$ cat src/rtl/bluetooth_tx.sv
// -----------------------------------------------------------------------------
// bluetooth_tx
//   UART transmitter for the HC-05 Bluetooth link. Bytes from game logic are
//   taken over a valid/ready handshake and queued in a small circular FIFO.
//   Each byte is sent as an 8N1 frame (start 0, eight data bits LSB first,
//   stop 1). Each bit lasts CLKS_PER_BIT = CLK_FREQ / BAUD clocks.
//
// Ports
//   clk         in   system clock, rising edge
//   reset       in   asynchronous active-low reset
//   tx_data     in   byte to send
//   tx_valid    in   tx_data valid this cycle
//   tx_ready    out  FIFO can accept a byte (not full)
//   tx          out  registered serial line, idle high
//   busy        out  frame in progress or bytes still queued
//   frame_done  out  one-cycle pulse on the last clock of each stop bit
// -----------------------------------------------------------------------------
module bluetooth_tx #(
    parameter int CLK_FREQ   = 100_000_000,
    parameter int BAUD       = 9600,
    parameter int FIFO_DEPTH = 4
) (
    input  logic       clk,
    input  logic       reset,
    input  logic [7:0] tx_data,
    input  logic       tx_valid,
    output logic       tx_ready,
    output logic       tx,
    output logic       busy,
    output logic       frame_done
);

    localparam int CLKS_PER_BIT = CLK_FREQ / BAUD;
    localparam int BAUD_W       = (CLKS_PER_BIT > 1) ? $clog2(CLKS_PER_BIT) : 1;
    localparam int PTR_W        = $clog2(FIFO_DEPTH);
    localparam int CNT_W        = PTR_W + 1;

    localparam logic [BAUD_W-1:0] BAUD_LAST = BAUD_W'(CLKS_PER_BIT - 1);
    localparam logic [CNT_W-1:0]  CNT_FULL  = CNT_W'(FIFO_DEPTH);

    typedef enum logic [1:0] {
        S_IDLE,
        S_START,
        S_DATA,
        S_STOP
    } state_t;

    // ---------------------------------------------------------------- FIFO
    logic [7:0]       r_mem [FIFO_DEPTH];
    logic [PTR_W-1:0] r_wr_ptr;
    logic [PTR_W-1:0] r_rd_ptr;
    logic [CNT_W-1:0] r_count;

    logic       w_push;
    logic       w_pop;
    logic       w_empty;
    logic       w_full;
    logic [7:0] w_head;

    assign w_empty  = (r_count == '0);
    assign w_full   = (r_count == CNT_FULL);
    assign tx_ready = !w_full;
    assign w_push   = tx_valid && !w_full;
    assign w_head   = r_mem[r_rd_ptr];

    // NOTE: the storage array has no reset; only pointers and count decide
    // which entries are meaningful, so clearing the data would be wasted logic.
    always_ff @(posedge clk) begin
        if (w_push) begin
            r_mem[r_wr_ptr] <= tx_data;
        end
    end

    // NOTE: all sequential state uses non-blocking assignments so every
    // register samples pre-edge values, independent of block ordering.
    always_ff @(posedge clk or negedge reset) begin
        if (!reset) begin
            r_wr_ptr <= '0;
            r_rd_ptr <= '0;
            r_count  <= '0;
        end else begin
            if (w_push) begin
                r_wr_ptr <= r_wr_ptr + PTR_W'(1);
            end
            if (w_pop) begin
                r_rd_ptr <= r_rd_ptr + PTR_W'(1);
            end
            case ({w_push, w_pop})
                2'b10:   r_count <= r_count + CNT_W'(1);
                2'b01:   r_count <= r_count - CNT_W'(1);
                default: ;  // idle, or push and pop together
            endcase
        end
    end

    // ---------------------------------------------------------------- FSM
    state_t            r_state;
    state_t            w_state_next;
    logic [BAUD_W-1:0] r_baud;
    logic [BAUD_W-1:0] w_baud_next;
    logic [2:0]        r_bit_idx;
    logic [2:0]        w_bit_idx_next;
    logic [7:0]        r_shift;
    logic [7:0]        w_shift_next;
    logic              r_tx;
    logic              w_tx_next;
    logic              w_bit_end;

    assign w_bit_end = (r_baud == BAUD_LAST);

    // NOTE: every signal driven here gets a default before the case so no
    // path leaves one unassigned, which would otherwise infer a latch.
    always_comb begin
        w_state_next   = r_state;
        w_baud_next    = w_bit_end ? '0 : r_baud + BAUD_W'(1);
        w_bit_idx_next = r_bit_idx;
        w_shift_next   = r_shift;
        w_pop          = 1'b0;
        w_tx_next      = 1'b1;

        case (r_state)
            S_IDLE: begin
                w_baud_next = '0;
                if (!w_empty) begin
                    w_pop        = 1'b1;
                    w_shift_next = w_head;
                    w_state_next = S_START;
                end
            end
            S_START: begin
                if (w_bit_end) begin
                    w_bit_idx_next = 3'd0;
                    w_state_next   = S_DATA;
                end
            end
            S_DATA: begin
                if (w_bit_end) begin
                    w_shift_next   = {1'b0, r_shift[7:1]};
                    w_bit_idx_next = r_bit_idx + 3'd1;
                    if (r_bit_idx == 3'd7) begin
                        w_state_next = S_STOP;
                    end
                end
            end
            S_STOP: begin
                if (w_bit_end) begin
                    // Chain straight into the next start bit when a byte is
                    // waiting, so back-to-back frames have no idle gap.
                    if (!w_empty) begin
                        w_pop        = 1'b1;
                        w_shift_next = w_head;
                        w_state_next = S_START;
                    end else begin
                        w_state_next = S_IDLE;
                    end
                end
            end
        endcase

        // The line level is decoded from the next state so the tx flop
        // changes on the same edge as the state it belongs to.
        case (w_state_next)
            S_START: w_tx_next = 1'b0;
            S_DATA:  w_tx_next = w_shift_next[0];
            default: w_tx_next = 1'b1;
        endcase
    end

    always_ff @(posedge clk or negedge reset) begin
        if (!reset) begin
            r_state   <= S_IDLE;
            r_baud    <= '0;
            r_bit_idx <= '0;
            r_shift   <= '0;
            r_tx      <= 1'b1;
        end else begin
            r_state   <= w_state_next;
            r_baud    <= w_baud_next;
            r_bit_idx <= w_bit_idx_next;
            r_shift   <= w_shift_next;
            r_tx      <= w_tx_next;
        end
    end

    assign tx         = r_tx;
    assign busy       = (r_state != S_IDLE) || !w_empty;
    assign frame_done = (r_state == S_STOP) && w_bit_end;

endmodule

$ cat config.mk
export PLATFORM = sky130hd
export DESIGN_NAME = bluetooth_tx
export DESIGN_NICKNAME = d
export VERILOG_FILES = /design/src/rtl/bluetooth_tx.sv
export SDC_FILE = /design/constraint.sdc
export NUM_CORES = 1
export LEC_CHECK = 0
export BUFFER_PORTS_ARGS = -buffer_cell sky130_fd_sc_hd__buf_2
export CORE_ASPECT_RATIO = 1.4
export CORE_UTILIZATION = 60
export DETAILED_ROUTE_END_ITERATION = 8
export PLACE_DENSITY_LB_ADDON = 0.1
export SYNTH_ARGS = -nofsm -noshare
export SYNTH_HDL_FRONTEND = slang
export SYNTH_SLANG_ARGS = --single-unit
$ cat constraint.sdc
create_clock -name clk -period 2.8 [get_ports clk]
set_input_delay 0.56 -clock clk [delete_from_list [all_inputs] [get_ports clk]]
set_output_delay 0.56 -clock clk [all_outputs]
set_load 0.05 [all_outputs]
==> results of run 1 <==
registers in the layout (all words and copies together) (netlist names):
| register | flops |
|---|---|
| r_mem | 32 |
| r_rd_ptr | 2 |
| r_state | 2 |
| r_shift | 8 |
| r_wr_ptr | 2 |
| tx | 1 |
| r_bit_idx | 3 |
| r_baud | 14 |
| r_count | 3 |
worst max-delay path by stage:
stage                        start  cells after the start  slack, ns                     end
2_1_floorplan  r_baud[0]$_DFF_PN0_                     11       0.35  r_count[2]$_DFFE_PN0P_
3_3_place_gp   r_baud[0]$_DFF_PN0_                     10       0.33  r_count[2]$_DFFE_PN0P_
3_5_place_dp   r_baud[0]$_DFF_PN0_                     10       0.19  r_count[2]$_DFFE_PN0P_
4_1_cts        r_baud[0]$_DFF_PN0_                     10       0.18  r_count[2]$_DFFE_PN0P_
5_1_grt        r_baud[0]$_DFF_PN0_                     10       0.02  r_count[2]$_DFFE_PN0P_
6_report       r_baud[0]$_DFF_PN0_                     10       0.24  r_count[2]$_DFFE_PN0P_
kinds of logic after synthesis:
logic type      Yosys count  share of synthesized area
flops                    67                      0.567
simple gates             61                      0.106
mux                      17                     0.0877
fa+ha+maj                15                     0.0603
buf+inv                  23                     0.0382
xor+xnor                 16                     0.0433
compound gates           43                     0.0973
worst reg2reg max path, cell delays in order (launching register included):
cell                      delay, ns
sky130_fd_sc_hd__dfrtp_1       0.39
sky130_fd_sc_hd__ha_1          0.22
sky130_fd_sc_hd__and4_1        0.32
sky130_fd_sc_hd__a41o_2        0.25
sky130_fd_sc_hd__nor3b_4       0.25
sky130_fd_sc_hd__ha_1          0.23
sky130_fd_sc_hd__inv_1         0.06
sky130_fd_sc_hd__fa_1          0.38
sky130_fd_sc_hd__xor2_1        0.15
sky130_fd_sc_hd__nor2_1        0.11
sky130_fd_sc_hd__xor2_1        0.15
power by group through the flow:
stage / registers (uW) / logic [uW] / clock network (uW)
final: 1230 / 358 / 849
after global routing: 1240 / 403 / 899
after CTS: 1230 / 362 / 861
after detailed placement: 1250 / 360 / 0
after global placement: 1240 / 351 / 0
after floorplan: 1230 / 275 / 0
final cells by class:
| class | count | area [sq um] | share of cell area |
|---|---|---|---|
| Clock buffer | 11 | 131 | 0.0372 |
| Clock inverter | 5 | 77.6 | 0.0219 |
| Inverter | 12 | 45.0 | 0.0127 |
| Multi-Input combinational cell | 152 | 1280 | 0.363 |
| Sequential cell | 67 | 1840 | 0.520 |
| Tap cell | 66 | 82.6 | 0.0234 |
| Timing Repair Buffer | 15 | 77.6 | 0.0219 |
cell usage in the layout, fill, tap and decap left out, drive strengths merged, types with 3 or more instances in the layout:
master  count
a32oi       7
and2        4
and3        6
and4        4
buf        15
clkbuf     11
clkinv      3
dfrtp      34
edfxtp     32
ha         14
inv        12
mux2        8
mux4        8
nand2       9
nand3       5
nand4       4
nor2       18
o21a        6
o21ai      13
or3         3
xnor2       6
xor2       10
metrics by stage:
stage / instance area (sq um) / hold WS [ns] / total power [uW]
floorplan: 3240 / 0.264 / 1500
global placement: 3320 / 0.459 / 1590
detailed placement: 3320 / 0.479 / 1610
CTS: 3530 / 0.320 / 2450
global route: 3540 / 0.353 / 2540
finish: 3540 / 0.293 / 2440
metal layers:
layer / GRT usage / part of all wire / vias to the layer above
li1: - / - / 930
met1: 0.254 / 0.44 / 959
met2: 0.358 / 0.52 / 34
met3: 0.0536 / 0.029 / 8
met4: 0.0929 / 0.017 / 0
met5: 0 / 0 / -
==> results by stage, run 1 <==
Power and ir drop:
- The switching power of the nets is 622 uW.
- The clock network fraction of total power is 0.348.
- The combinational fraction of design power is 0.147.
- Of the total power, registers draw 0.505.
- The internal power of the cells totals 1820 uW.
- The leakage power is 0.00142 uW.
- The worst voltage drop across the vdd grid is 0.000607 V.
- The power per unit of standard cell area is 689 mW/mm^2.
- The fraction of power spent switching nets is 0.255.

Floorplan:
- The count of pins on the block boundary is 15.
- The initial utilization of the core area, before any placement, comes to 0.623.
- The standard cell core area is 0.00520 sq mm.
- The number of cell rows is 31.
- From left edge to right edge, the die measures 64.1 um.
- Measured along the y axis, the die boundary spans 88.9 um.
- The area of the die is 0.00570 sq mm.

Setup path:
- In this design, the stage delay of the slowest critical-path cell is 0.39 ns.
- Among cell families on the critical path, the largest total delay comes from adder cells.
- For the worst setup path, the data arrival time is 2.82 ns.
- For the worst setup path, the data required time is 3.06 ns.
- In this run the worst path has a maximum fanout of 7.
- The start-to-end type of the worst setup path is reg2reg.
- The number of buffers and inverters on the critical path is 1.
- The slowest stage of the critical path is the sky130_fd_sc_hd__dfrtp_1 cell.
- The endpoint type of the worst setup path is a register.
- The number of cell instances on the worst register-to-register path is 10.
- The slack of the worst reg-to-reg path is 0.24 ns.
- The launch instance of the worst register-to-register path is r_baud[0]$_DFF_PN0_.
- The worst setup path is launched from a register.
- The worst register-to-register path ends at r_count[2]$_DFFE_PN0P_.
- The critical path goes through ha_1 -> and4_1 -> a41o_2 -> nor3b_4 -> ha_1 -> inv_1 -> fa_1 -> xor2_1 -> nor2_1 -> xor2_1.

CTS:
- Clock-pin slew was measured on the worst setup and hold paths at 0.08 ns.
- The buffer levels on the longest clock path is 2.
- The H-tree depth is 3.
- Buffers inserted during clock tree synthesis total 9.
- In this run the post-CTS setup repair buffer count came out at 0.
- CTS saw 67 sinks.
- The clock latency reported for the late side of the worst-skew pair is 0.34 ns.
- The CTS tree is built.
- The quantity of gates resized following cts is 0.
- The number of hold buffers added after CTS was 0.
- The root buffer cell is sky130_fd_sc_hd__clkbuf_8.

Detailed routing:
- In the routed design, unresolved DRC markers number 0.
- The first routing iteration left 126 violations.
- The final wirelength is 5.30 mm.
- In this run the remaining antenna-violating nets after routing total 0.
- The pre-antenna-repair detailed-routing pass consisted of 4 iterations.
- The average via count per standard cell is 5.89.
- The total number of vias is 1931.
- After detailed routing, the average wire length per cell comes to 16.2 um.

Yosys:
- By area the synthesized netlist is led by sky130_fd_sc_hd__edfxtp_1, sky130_fd_sc_hd__dfrtp_1, sky130_fd_sc_hd__mux4_2.
- After synthesis, the netlist uses 47 different library cells.
- The async set-or-reset flop fraction in the synthesized netlist is 0.522.
- Of the synthesized area, sequential elements account for 0.567.
- The number of warnings issued by yosys is 0.
- Synthesis produced a netlist with a net count of 268.
- The post-synth design cell area is 0.00324 sq mm.
- Yosys instantiated no cell more often than sky130_fd_sc_hd__dfrtp_1.
- The largest total area in the synthesized netlist belongs to sky130_fd_sc_hd__edfxtp_1.
- The count of flip-flops with a built-in enable after synthesis is 32.
- In this run, synthesis produced a sequential element count of 67.
- The proportion of netlist area held by the largest area contributor is 0.297.
- In the synthesized netlist, the number of instances is 242.
- Counting instances in the post-synthesis netlist gives the leading cell types as sky130_fd_sc_hd__dfrtp_1, sky130_fd_sc_hd__edfxtp_1, sky130_fd_sc_hd__nor2_1.
- The most instantiated flip-flop cell in the synthesis netlist is sky130_fd_sc_hd__dfrtp_1.
- A synthesized cell averages 13.4 sq um.

Placement:
- The final RePlAce weighted congestion is 0.786.
- Detailed placement ended at an HPWL of 3.67 mm.
- The count of input and output buffers is 14.
- At the placement stage, the worst setup path has a slack of 0.193 ns.
- Counting tap cells, the placed design contains a total of 312 instances.

Global routing:
- Across every metal layer, demand over resource in global routing totals 0.210.
- Entering global routing, the biggest net connects 36 pins.
- The global-route wire length before repair is 8.90 mm.
- The number of antenna violations at the first check in global routing is 0.
- The via count of the first global-routing pass is 1933.
- Global routing finished with a remaining overflow of 0.

STA:
- The final setup skew is 0.0110 ns.
- The maximum clock frequency is 390 MHz.
- The slew of the pin with the lowest slew margin is 0.787 ns.
- Summed over all failing endpoints, the final setup total negative slack is 0 ns.
- Headroom to the max-slew limit came out at 0.476.
- Setup repair after global routing left no endpoint under its margin.
- In the finished design, the share of the clock period the worst path needs comes to 0.916.
- The total count of max-transition violations in the final report is 0.
- The final critical delay including setup and external delays is 2.56 ns.
- The setup violation total in the final timing report is 0.
- The final hold violation count is 0.
- In the post-route analysis, the smallest setup slack over all paths is 0.236 ns.

Status:
- The flow ran to the end, and the final reports show no timing, DRC or antenna violations.

Final layout:
- After the last flow step, the layout net total stands at 283.
- The layout overhead on the synthesized area is 9.15%.
- Excluding fillers, the count of instances in the completed layout stands at 328.
- The total of fill cells in the finished design is 384.
- The core occupancy in the finished layout is 0.680.
- The layout cell share with drive strength beyond 1 is 0.206.
- The count of inserted antenna diode cells is 0.

Flow run:
- The number of max-cap violations is 0.

Worst hold path:
- The tightest min-delay check is of the in2async type.
Power figures use the tool's default switching activity.
==> inputs of run 2 (changes only) <==
--- a/config.mk
+++ b/config.mk
@@ -9,7 +9,7 @@
 export CORE_ASPECT_RATIO = 1.4
 export CORE_UTILIZATION = 60
 export DETAILED_ROUTE_END_ITERATION = 8
-export PLACE_DENSITY_LB_ADDON = 0.1
+export PLACE_DENSITY_LB_ADDON = 0.2
 export SYNTH_ARGS = -nofsm -noshare
 export SYNTH_HDL_FRONTEND = slang
 export SYNTH_SLANG_ARGS = --single-unit
==> run 2 against run 1 <==
Net effect:
- flip-flop and latch count did not move
- sequential share of layout area rose by 0.20 points
- power fell by 3.1%
- critical path type unchanged
- critical endpoint unchanged
- largest cell class unchanged
- largest power group unchanged
==> results by stage, run 2 (synthesis gave the netlist of run 1 again) <==
CTS:
- The root buffer cell is sky130_fd_sc_hd__clkbuf_8.
- The CTS tree is built.
- The clock passes through at most 2 buffers.
- In this run the post-CTS setup repair buffer count came out at 0.
- After clock tree synthesis, the clock-pin slew on the worst setup and hold paths is 0.08 ns.
- The hold buffer count at CTS is 0.
- The total number of clock tree sinks is 67.
- The H-tree depth is 3.
- The clock latency reported for the late side of the worst-skew pair is 0.34 ns.
- Clock tree synthesis inserted a total of 9 buffers.

Placement:
- After detailed placement, the design holds a cell count of 312.
- The half-perimeter wire length after placement is 3.54 mm.
- Input and output buffers added on the ports amount to 14.
- The setup slack after placement is 0.136 ns.
- The final RePlAce weighted congestion is 0.802.

Detailed routing:
- In this run, the number of DRC markers left after iteration 0 of detailed routing was 138.
- The total number of vias is 1914.
- The number of search-and-repair iterations in the first detailed-routing pass is 4.
- In the routed layout, each cell is associated on average with a via count of 5.84.
- Dividing the detail-routed wire length by the instance count gives 15.9 um.
- The count of nets left with antenna violations once routing finished came out at 0.
- After detailed routing, the number of remaining DRC violations is 0.
- For this block, the routed nets add up to 5.20 mm of wire.

Floorplan:
- The floorplan has 31 rows.
- The die outline height is 88.9 um.
- The area of the die is 0.00570 sq mm.
- In this run the horizontal extent of the chip is 64.1 um.
- In this run the standard cell core region covers 0.00520 sq mm.
- The count of pins on the block boundary is 15.
- The effective utilization at floorplan is 0.623.

Final layout:
- More flip-flops sit in one register than any other, and that register is r_mem.
- The register with the most flip-flops in the layout has 32 of them.
- The layout cell share with drive strength beyond 1 is 0.214.
- In the final layout, the registers with the most flip-flops are r_mem (32), r_baud (14), r_shift (8).
- Relative to the synthesized area, the layout overhead comes to 8.73%.
- At the end of the flow, the number of nets in the layout was 283.
- Once layout is complete, the utilization of the core stands at 0.678.
- Leaving out fill and tap cells, the most frequent cells in the layout are sky130_fd_sc_hd__dfrtp_1, sky130_fd_sc_hd__edfxtp_1, sky130_fd_sc_hd__nor2_1, sky130_fd_sc_hd__ha_1, sky130_fd_sc_hd__buf_2.
- The finished layout holds 328 standard cells, fillers aside.
- The repair_antennas step left the layout with diodes totalling 0.
- The most common library cell in the layout ignoring fill and taps is sky130_fd_sc_hd__dfrtp_1.

STA:
- The worst max-slew margin expressed relative to the limit is 0.478.
- The setup TNS is 0 ns.
- The final hold violation count is 0.
- The final critical delay including setup and external delays is 2.59 ns.
- On the final layout, the worst clock skew is 0.0117 ns.
- The final worst-path setup slack is 0.205 ns.
- The post-route fraction of the period consumed by the critical path is 0.927.
- Setup violations remaining at the end of the flow were counted as 0.
- The slew of the pin with the lowest slew margin is 0.784 ns.
- Timing would allow up to 385 MHz.
- The total count of max-transition violations in the final report was 0.

Setup path:
- STA classifies the critical path endpoint as a register.
- The critical path is of the reg2reg type.
- Data on the critical path is required at its endpoint by 3.07 ns.
- The number of cell instances on the worst register-to-register path is 10.
- The startpoint class of the critical path is a register.
- Setup slack on the worst reg-to-reg path comes out at 0.21 ns.
- The data arrival time at the worst-slack endpoint is 2.87 ns.
- The launch instance of the worst register-to-register path is r_baud[0]$_DFF_PN0_.
- The reg-to-reg critical path endpoint is r_count[2]$_DFFE_PN0P_.
- The largest fanout on the critical path is 9.

Global routing:
- The number of antenna violations at the first check in global routing is 0.
- The total global routing overflow is 0.
- The maximum number of pins on one net before global-route repair is 36.
- The first global-routing pass estimated 8.79 mm of wire.
- For this run, the total global-route usage over all layers was measured as 0.212.
- The via count of the first global-routing pass is 1907.

Status:
- The flow ran to the end, and the final reports show no timing, DRC or antenna violations.

Power and ir drop:
- The total power is 2360 uW.
- The power per unit of standard cell area is 671 mW/mm^2.
- For this design the static power due to leakage is 0.00140 uW.
- The worst voltage drop across the vdd grid is 0.000616 V.

Worst hold path:
- The kind of path behind the tightest hold check is in2async.

Flow run:
- Max-cap violations in this run came to 0.
-- run 2: through the flow --
stage                     area (sq um)  hold slack (ns)
final                             3520            0.301
after global routing              3520            0.346
after global placement            3320            0.458
after floorplan                   3240            0.264
after detailed placement          3320            0.471
after CTS                         3510            0.315
-- run 2: final cells by class --
type	count	area [sq um]
inverter	12	45.0
multi-input combinational	152	1280
timing repair buffer	15	77.6
sequential	67	1840
clock buffer	10	128
tap	66	82.6
clock inverter	6	66.3
fill	412	1680
-- run 2: power by group --
group | switching [uW] | internal (uW)
clock network | 361 | 411
registers | 53.4 | 1170
logic | 217 | 146
total | 632 | 1730
-- run 2: worst max-delay path by stage --
stage,endpoint,cells past startpoint,startpoint,slack (ns)
after floorplan,r_count[2]$_DFFE_PN0P_,11,r_baud[0]$_DFF_PN0_,0.35
after global placement,r_count[2]$_DFFE_PN0P_,10,r_baud[0]$_DFF_PN0_,0.22
after detailed placement,r_count[2]$_DFFE_PN0P_,10,r_baud[0]$_DFF_PN0_,0.14
after CTS,r_count[2]$_DFFE_PN0P_,10,r_baud[0]$_DFF_PN0_,0.13
after global routing,r_count[2]$_DFFE_PN0P_,10,r_baud[0]$_DFF_PN0_,-0.004
final,r_count[2]$_DFFE_PN0P_,10,r_baud[0]$_DFF_PN0_,0.21
-- run 2: repair_timing --
item	in CTS	in global routing
resized for setup	0	2
hold endpoints to repair	0	0
endpoints found under the setup margin	0	1
-- run 2: critical path, stage by stage (launching register included) --
cell,delay (ns)
sky130_fd_sc_hd__dfrtp_1,0.38
sky130_fd_sc_hd__ha_1,0.21
sky130_fd_sc_hd__and4_2,0.31
sky130_fd_sc_hd__a41o_2,0.32
sky130_fd_sc_hd__nor3b_4,0.26
sky130_fd_sc_hd__ha_1,0.22
sky130_fd_sc_hd__inv_1,0.06
sky130_fd_sc_hd__fa_1,0.37
sky130_fd_sc_hd__xor2_1,0.15
sky130_fd_sc_hd__nor2_1,0.11
sky130_fd_sc_hd__xor2_1,0.14
-- run 2: layer usage --
metal,wire length [um],track usage,vias to the layer above
met5,0,0,-
met3,150,0.0523,7
li1,-,-,930
met2,2690,0.365,29
met1,2240,0.241,948
met4,118,0.123,0
